### src/rtl/icache_pkg.sv
// Geometry constants and FSM state type shared by the
// direct-mapped instruction cache and its storage array.
package icache_pkg;

    localparam int DEF_LINES = 32;
    localparam int DEF_WORDS = 8;

    localparam int OFF_W = $clog2(DEF_WORDS);
    localparam int IDX_W = $clog2(DEF_LINES);
    localparam int TAG_W = 16 - IDX_W - OFF_W - 1;

    typedef enum logic {
        IDLE = 1'b0,
        FILL = 1'b1
    } state_e;

endpackage

### src/rtl/icache_array.sv
// Valid/tag/data storage for the instruction cache: one write port,
// combinational read, async-cleared valid bits with bulk invalidate.
module icache_array
    import icache_pkg::*;
#(
    parameter int LINES = DEF_LINES,
    parameter int WORDS = DEF_WORDS
) (
    input  logic             clk,
    input  logic             rst_n,
    input  logic             flush_i,
    input  logic             inv_i,
    input  logic             fill_i,
    input  logic             we_i,
    input  logic [IDX_W-1:0] w_idx_i,
    input  logic [TAG_W-1:0] w_tag_i,
    input  logic [OFF_W-1:0] w_off_i,
    input  logic [15:0]      w_data_i,
    input  logic [IDX_W-1:0] r_idx_i,
    input  logic [OFF_W-1:0] r_off_i,
    output logic             r_valid_o,
    output logic [TAG_W-1:0] r_tag_o,
    output logic [15:0]      r_data_o
);

    logic [LINES-1:0] valid_q;
    logic [TAG_W-1:0] tag_q  [LINES];
    logic [15:0]      data_q [LINES][WORDS];

    always_ff @(posedge clk or negedge rst_n) begin
        if (!rst_n) begin
            valid_q <= '0;
        end else if (flush_i) begin
            valid_q <= '0;
        end else if (inv_i) begin
            valid_q[w_idx_i] <= 1'b0;
        end else if (fill_i) begin
            valid_q[w_idx_i] <= 1'b1;
        end
    end

    // Tag and data contents are meaningless until the valid bit is set.
    always_ff @(posedge clk) begin
        if (fill_i) begin
            tag_q[w_idx_i] <= w_tag_i;
        end
        if (we_i) begin
            data_q[w_idx_i][w_off_i] <= w_data_i;
        end
    end

    assign r_valid_o = valid_q[r_idx_i];
    assign r_tag_o   = tag_q[r_idx_i];
    assign r_data_o  = data_q[r_idx_i][r_off_i];

endmodule

### src/rtl/icache_fill.sv
// Direct-mapped instruction cache: same-cycle hit lookup and a
// line-fill FSM that streams one line from pipelined main memory.
module icache_fill
    import icache_pkg::*;
#(
    parameter int LINES   = DEF_LINES,
    parameter int WORDS   = DEF_WORDS,
    parameter int MEM_LAT = 4
) (
    input  logic        clk,
    input  logic        rst_n,
    input  logic        fetch_en,
    input  logic [15:0] pc_addr,
    input  logic        flush,
    output logic [15:0] instr_out,
    output logic        stall,
    output logic        mem_rd,
    output logic [15:0] mem_addr,
    input  logic [15:0] mem_rdata,
    input  logic        mem_rvalid,
    output logic [15:0] miss_cnt
);

    localparam logic [OFF_W:0]   ISSUE_END = (OFF_W + 1)'(WORDS);
    localparam logic [OFF_W-1:0] RET_LAST  = OFF_W'(WORDS - 1);

    if (MEM_LAT < 1 || LINES != 2 ** IDX_W || WORDS != 2 ** OFF_W) begin : g_cfg_chk
        $error("icache_fill: parameters disagree with icache_pkg geometry");
    end

    state_e           state_q, state_d;
    logic [TAG_W-1:0] fill_tag_q, fill_tag_d;
    logic [IDX_W-1:0] fill_idx_q, fill_idx_d;
    logic [OFF_W:0]   issue_q, issue_d;
    logic [OFF_W-1:0] ret_q, ret_d;
    logic [15:0]      miss_q, miss_d;
    logic             flush_pend_q, flush_pend_d;

    logic [OFF_W-1:0] pc_off;
    logic [IDX_W-1:0] pc_idx;
    logic [TAG_W-1:0] pc_tag;
    logic             unused_pc_lsb;

    assign pc_off        = pc_addr[OFF_W:1];
    assign pc_idx        = pc_addr[OFF_W+IDX_W:OFF_W+1];
    assign pc_tag        = pc_addr[15:OFF_W+IDX_W+1];
    assign unused_pc_lsb = pc_addr[0];

    logic             line_valid;
    logic [TAG_W-1:0] line_tag;
    logic             hit;
    logic             arr_flush, arr_inv, arr_fill, arr_we;
    logic [IDX_W-1:0] arr_idx;

    assign arr_idx = (state_q == IDLE) ? pc_idx : fill_idx_q;

    icache_array #(
        .LINES (LINES),
        .WORDS (WORDS)
    ) u_array (
        .clk       (clk),
        .rst_n     (rst_n),
        .flush_i   (arr_flush),
        .inv_i     (arr_inv),
        .fill_i    (arr_fill),
        .we_i      (arr_we),
        .w_idx_i   (arr_idx),
        .w_tag_i   (fill_tag_q),
        .w_off_i   (ret_q),
        .w_data_i  (mem_rdata),
        .r_idx_i   (pc_idx),
        .r_off_i   (pc_off),
        .r_valid_o (line_valid),
        .r_tag_o   (line_tag),
        .r_data_o  (instr_out)
    );

    assign hit      = line_valid & (line_tag == pc_tag);
    assign miss_cnt = miss_q;

    // A flush seen mid-fill is remembered and applied in the next IDLE cycle.
    assign stall = (state_q != IDLE)
                 | (fetch_en & ~hit)
                 | ((state_q == IDLE) & (flush | flush_pend_q));

    always_ff @(posedge clk or negedge rst_n) begin
        if (!rst_n) begin
            state_q      <= IDLE;
            fill_tag_q   <= '0;
            fill_idx_q   <= '0;
            issue_q      <= '0;
            ret_q        <= '0;
            miss_q       <= '0;
            flush_pend_q <= 1'b0;
        end else begin
            state_q      <= state_d;
            fill_tag_q   <= fill_tag_d;
            fill_idx_q   <= fill_idx_d;
            issue_q      <= issue_d;
            ret_q        <= ret_d;
            miss_q       <= miss_d;
            flush_pend_q <= flush_pend_d;
        end
    end

    always_comb begin
        state_d      = state_q;
        fill_tag_d   = fill_tag_q;
        fill_idx_d   = fill_idx_q;
        issue_d      = issue_q;
        ret_d        = ret_q;
        miss_d       = miss_q;
        flush_pend_d = flush_pend_q;
        mem_rd       = 1'b0;
        mem_addr     = '0;
        arr_flush    = 1'b0;
        arr_inv      = 1'b0;
        arr_fill     = 1'b0;
        arr_we       = 1'b0;
        unique case (state_q)
            IDLE: begin
                if (flush || flush_pend_q) begin
                    arr_flush    = 1'b1;
                    flush_pend_d = 1'b0;
                end else if (fetch_en && !hit) begin
                    fill_tag_d = pc_tag;
                    fill_idx_d = pc_idx;
                    arr_inv    = 1'b1;
                    issue_d    = '0;
                    ret_d      = '0;
                    if (miss_q != 16'hFFFF) begin
                        miss_d = miss_q + 16'd1;
                    end
                    state_d = FILL;
                end
            end
            FILL: begin
                if (flush) begin
                    flush_pend_d = 1'b1;
                end
                if (issue_q < ISSUE_END) begin
                    mem_rd   = 1'b1;
                    mem_addr = {fill_tag_q, fill_idx_q, issue_q[OFF_W-1:0], 1'b0};
                    issue_d  = issue_q + 1'b1;
                end
                if (mem_rvalid) begin
                    arr_we = 1'b1;
                    ret_d  = ret_q + 1'b1;
                    if (ret_q == RET_LAST) begin
                        arr_fill = 1'b1;
                        state_d  = IDLE;
                    end
                end
            end
            default: state_d = IDLE;
        endcase
    end

endmodule

### config.mk
export PLATFORM = sky130hd
export DESIGN_NAME = icache_fill
export DESIGN_NICKNAME = d
export VERILOG_FILES = /design/src/rtl/icache_pkg.sv /design/src/rtl/icache_array.sv /design/src/rtl/icache_fill.sv
export SDC_FILE = /design/constraint.sdc
export NUM_CORES = 2
export LEC_CHECK = 0
export ABC_AREA = 1
export ABC_CLOCK_PERIOD_IN_PS = 2900
export BUFFER_PORTS_ARGS = -buffer_cell sky130_fd_sc_hd__buf_2
export CORE_MARGIN = 8
export CORE_UTILIZATION = 35
export DETAILED_ROUTE_END_ITERATION = 10
export MAX_ROUTING_LAYER = met4
export SLEW_MARGIN = 10
export SYNTH_ARGS = -nofsm -noshare
export SYNTH_HDL_FRONTEND = slang
export SYNTH_MEMORY_MAX_BITS = 65536
export SYNTH_SLANG_ARGS = --single-unit
### constraint.sdc
create_clock -name clk -period 2.9 [get_ports clk]
set_input_delay 0.29 -clock clk [delete_from_list [all_inputs] [get_ports clk]]
set_output_delay 0.29 -clock clk [all_outputs]
set_load 0.01 [all_outputs]
==> results.toml <==
[floorplanning]
die_area_mm2 = 0.521
fp-row-count = 259
start_util_pct = 35.1
dieWidth_um = 722
io_pins = 87
dieHeight_um = 722
core_mm2 = 0.497

[detailed_routing]
post_drt_wl_per_cell_um = 25.6
drtIter0Drc = 15744
via_per_inst = 5.54
wirelength_um = 557000
num_vias = 120496
antenna_left = 0
drt-pass1-iter-count = 6
drc = 0

[worst_setup_path]
crit_slowest_cell = "a21oi_2"
critPathMaxFanout = 22
cpPeakStageDelay_ps = 280
crit_required_ps = 2610
crit_family = "buffers and inverters"
end_kind = "output pin"
path_cells = "buf_12, inv_16, buf_16, buf_12, buf_12, buf_4, o21ai_0, o22ai_1, nor2_1, o22ai_1, buf_4, nand2_1, nand3_1, nand3_1, a21oi_2, buf_6, or2_4, buf_2"
crit_type = "input port to output pin"
setup.worst_path.start = "pc_addr[4]"
critPathLaunchType = "input port"
crit_buf_inv = 9
cp.arrival_ps = 3260
r2r-start = "state_q$_DFF_PN0_"
path_common_cell = "buf_12"

[yosys]
yosysSeqAreaShare_pct = 75.4
synth-edff-count = 4320
netlist-cell-type-count = 33
ys_ff_latch = 4389
ys.flop_type = "edfxtp_1"
yosysTopAreaCellShare_pct = 74.4
synth_top_family_by_area = "compound AO/OA/AOI/OAI gates"
synthAdderAreaFrac_pct = 0.0287
synthesis.area_mm2 = 0.174
synthCells = 13717
synth_compound_area_share_pct = 11.3
synth_mux_area_share_pct = 0
ys_top_cells_by_area = "edfxtp_1, o21ai_0, nor2_1"
syn_avg_cell_area_um2 = 12.7
ys.warnings.count = 0
mappedNetlistNets = 13758
synth-xor-area-share_pct = 0.0603
synth_top_area_cell = "edfxtp_1"
ys_async_sr_fraction_pct = 1.57
synth_simple_gate_area_share_pct = 10.5

[cts]
cts-buffers-inserted = 431
cts_sinks = 4389
clock_latency_ps = 1030
ctsHtreeMaxLevel = 5
clk_pin_slew_ps = 60
clockBufferDepth = 4
cts_tree = "done"
root_buffer = "clkbuf_16"

[global_routing]
antenna_found_initial = 36
grtUsageMet1_pct = 29.3
met2_usage_pct = 31.3
use_met3_pct = 3.30
grt_pass1_vias = 113039
grt_overflow_total = 0
grt.total_usage_pct = 21.0
grt_max_degree = 113
busiest_layer = "met2"
grt_first_pass_wirelength_um = 798000

[place]
port_buffers = 84
hpwl_um = 348000
place.gp.congestion = 0.896
dpl_cell_area_mm2 = 0.197
place_inst = 20942

[sta]
tightest_slew_ps = 1040
setup_viol = 17
min_period_ps = 3550
slew_headroom_pct = 30.4
final-hold-violation-count = 0
worst_slack_ps = -648
fmax_mhz = 282
fin_skew_ps = 77.6
rsz0062_at_grt = "true"
hold_ws_ps = 51.3
fin_crit_sh_pct = 122
slew_viol_final = 0

[run]
maxCapViolations = 0

[power_and_ir_drop]
ir_drop_uv = 527
static-leakage-power_uw = 0.0704
p_total_uw = 142000
p_per_area_mw_per_mm2 = 665

[finish]
fin_area_mm2 = 0.213
nFillCells = 44795
area_growth_pct = 22.2
final_nets = 14773
drive_above_1_share_pct = 17.4
fin_cells = 21759

[outcome]
violations = "setup timing"
status = "finished, violations left"

[worst_hold_path]
min_path_type = "input port to asynchronous set/reset pin"
==> metrics by stage <==
| step | util (%) | TNS (ps) | worst slack [ps] |
|---|---|---|---|
| detailed placement | 39.6 | -1077140 | -1140 |
| CTS | 42.7 | -10300 | -674 |
| global route | 42.9 | -10610 | -726 |
| finish | 42.9 | -9110 | -648 |
| global placement | 39.6 | -1029050 | -1510 |
| floorplan | - | -112060 | -101 |
==> per-layer routing <==
metal  share of wire, %  up-vias  wire length, um
met5                  0        -                0
met4                3.8        0            21300
met3                9.7      969            54200
met2                 45     6106           249000
met1                 42    60529           232000
li1                   -    52892                -
==> synth_stat cells (all sizes together), types with 38 or more instances <==
cell,n
dfrtp,69
nor2,2735
nand2,947
o21ai,2399
inv,99
o22ai,1182
clkbuf,673
nand4,67
buf,345
edfxtp,4320
nand3,758
a21oi,38
==> worst paths after layout <==
check / to / slack [ps] / depth (start not counted)
setup / recovery: instr_out[8] / -650 / 18
hold / removal: issue_q[0]$_DFFE_PN0P_ / 50 / 2
setup reg to reg: u_array.data_q[12][116]$_DFFE_PP_ / 200 / 10
hold reg to reg: fill_idx_q[0]$_DFFE_PN0P_ / 490 / 2
max in group asynchronous: state_q$_DFF_PN0_ / 2110 / 2
min in group clk: fill_idx_q[4]$_DFFE_PN0P_ / 110 / 5
==> kinds of logic (layout without fill, tap and decap cells) <==
group	count (synthesis)	count (layout)
and+or+nand+nor	4547	4547
xor gates and xnor gates	12	12
DFF	4389	4389
adders and majority gates	4	4
other	1	15
buffers and inverters	1133	2506
AOI/OAI and AO/OA	3631	3631
==> registers in the layout, indices dropped and copies added (netlist names) <==
register and cells:
fill_idx_q 5, fill_tag_q 7, flush_pend_q 1, issue_q 4
miss_cnt 16, ret_q 3, state_q 1, u_array.data_q 4096
u_array.tag_q 224, u_array.valid_q 32
==> cells in the final DEF, fill, tap and decap left out, types with 8 or more instances in the layout <==
cell type	synthesis	final
o21ai_0	2276	2038
edfxtp_1	4320	4320
o22ai_1	1182	1107
o21ai_2	0	58
buf_8	0	24
a21oi_1	38	17
clkbuf_16	0	438
or2_4	0	14
buf_4	20	948
clkbuf_1	673	93
dlygate4sd3_1	0	29
nand3_2	1	85
inv_6	0	8
inv_2	19	26
a21oi_4	0	16
nor2_2	0	81
nand2_2	1	40
buf_6	11	39
buf_2	226	53
o22ai_2	0	75
o211ai_1	10	10
nand3_1	757	643
diode_2	0	14
or2_2	12	12
dfrtp_1	69	68
bufinv_16	0	37
clkinvlp_4	0	10
clkinv_1	16	123
nor2_1	2735	2647
clkinv_2	0	78
inv_1	79	74
nand3_4	0	30
o21ai_1	123	299
nand4_1	67	67
buf_12	0	501
nand2_1	946	900
==> where the power goes <==
| part | internal [uW] | switching, uW |
|---|---|---|
| Clock | 30900 | 24200 |
| Sequential | 70900 | 350 |
| Combinational | 4680 | 10500 |
| Total | 106000 | 35100 |
==> final cells by class <==
type                    instances  area [um2]  area share, %
multi-input cells            8195       40300           18.9
repair buffers               1600       18700           8.77
well taps                    6655        8330           3.91
diodes                         14        35.0         0.0165
clock buffers                 532       11300           5.31
inverters                     115         475          0.223
clock inverters               259        2300           1.08
flip-flops and latches       4389      131000           61.7
==> worst register-to-register path, stage by stage, from the launching register on <==
cell	delay [ps]
dfrtp_2	470
buf_4	190
nand2_1	120
o21ai_1	190
nor2_1	140
inv_1	160
nor2_1	250
clkinv_1	170
buf_12	210
nor2_1	300
buf_12	200
==> repair_timing <==
action	CTS	global route
setup buffers	0	3
hold buffers	29	0
gates resized for setup	473	261
hold endpoints to repair	1620	0
pin swaps	113	66
gates cloned	0	1
endpoints found under the setup margin	27	31
Power figures use the tool's default switching activity.
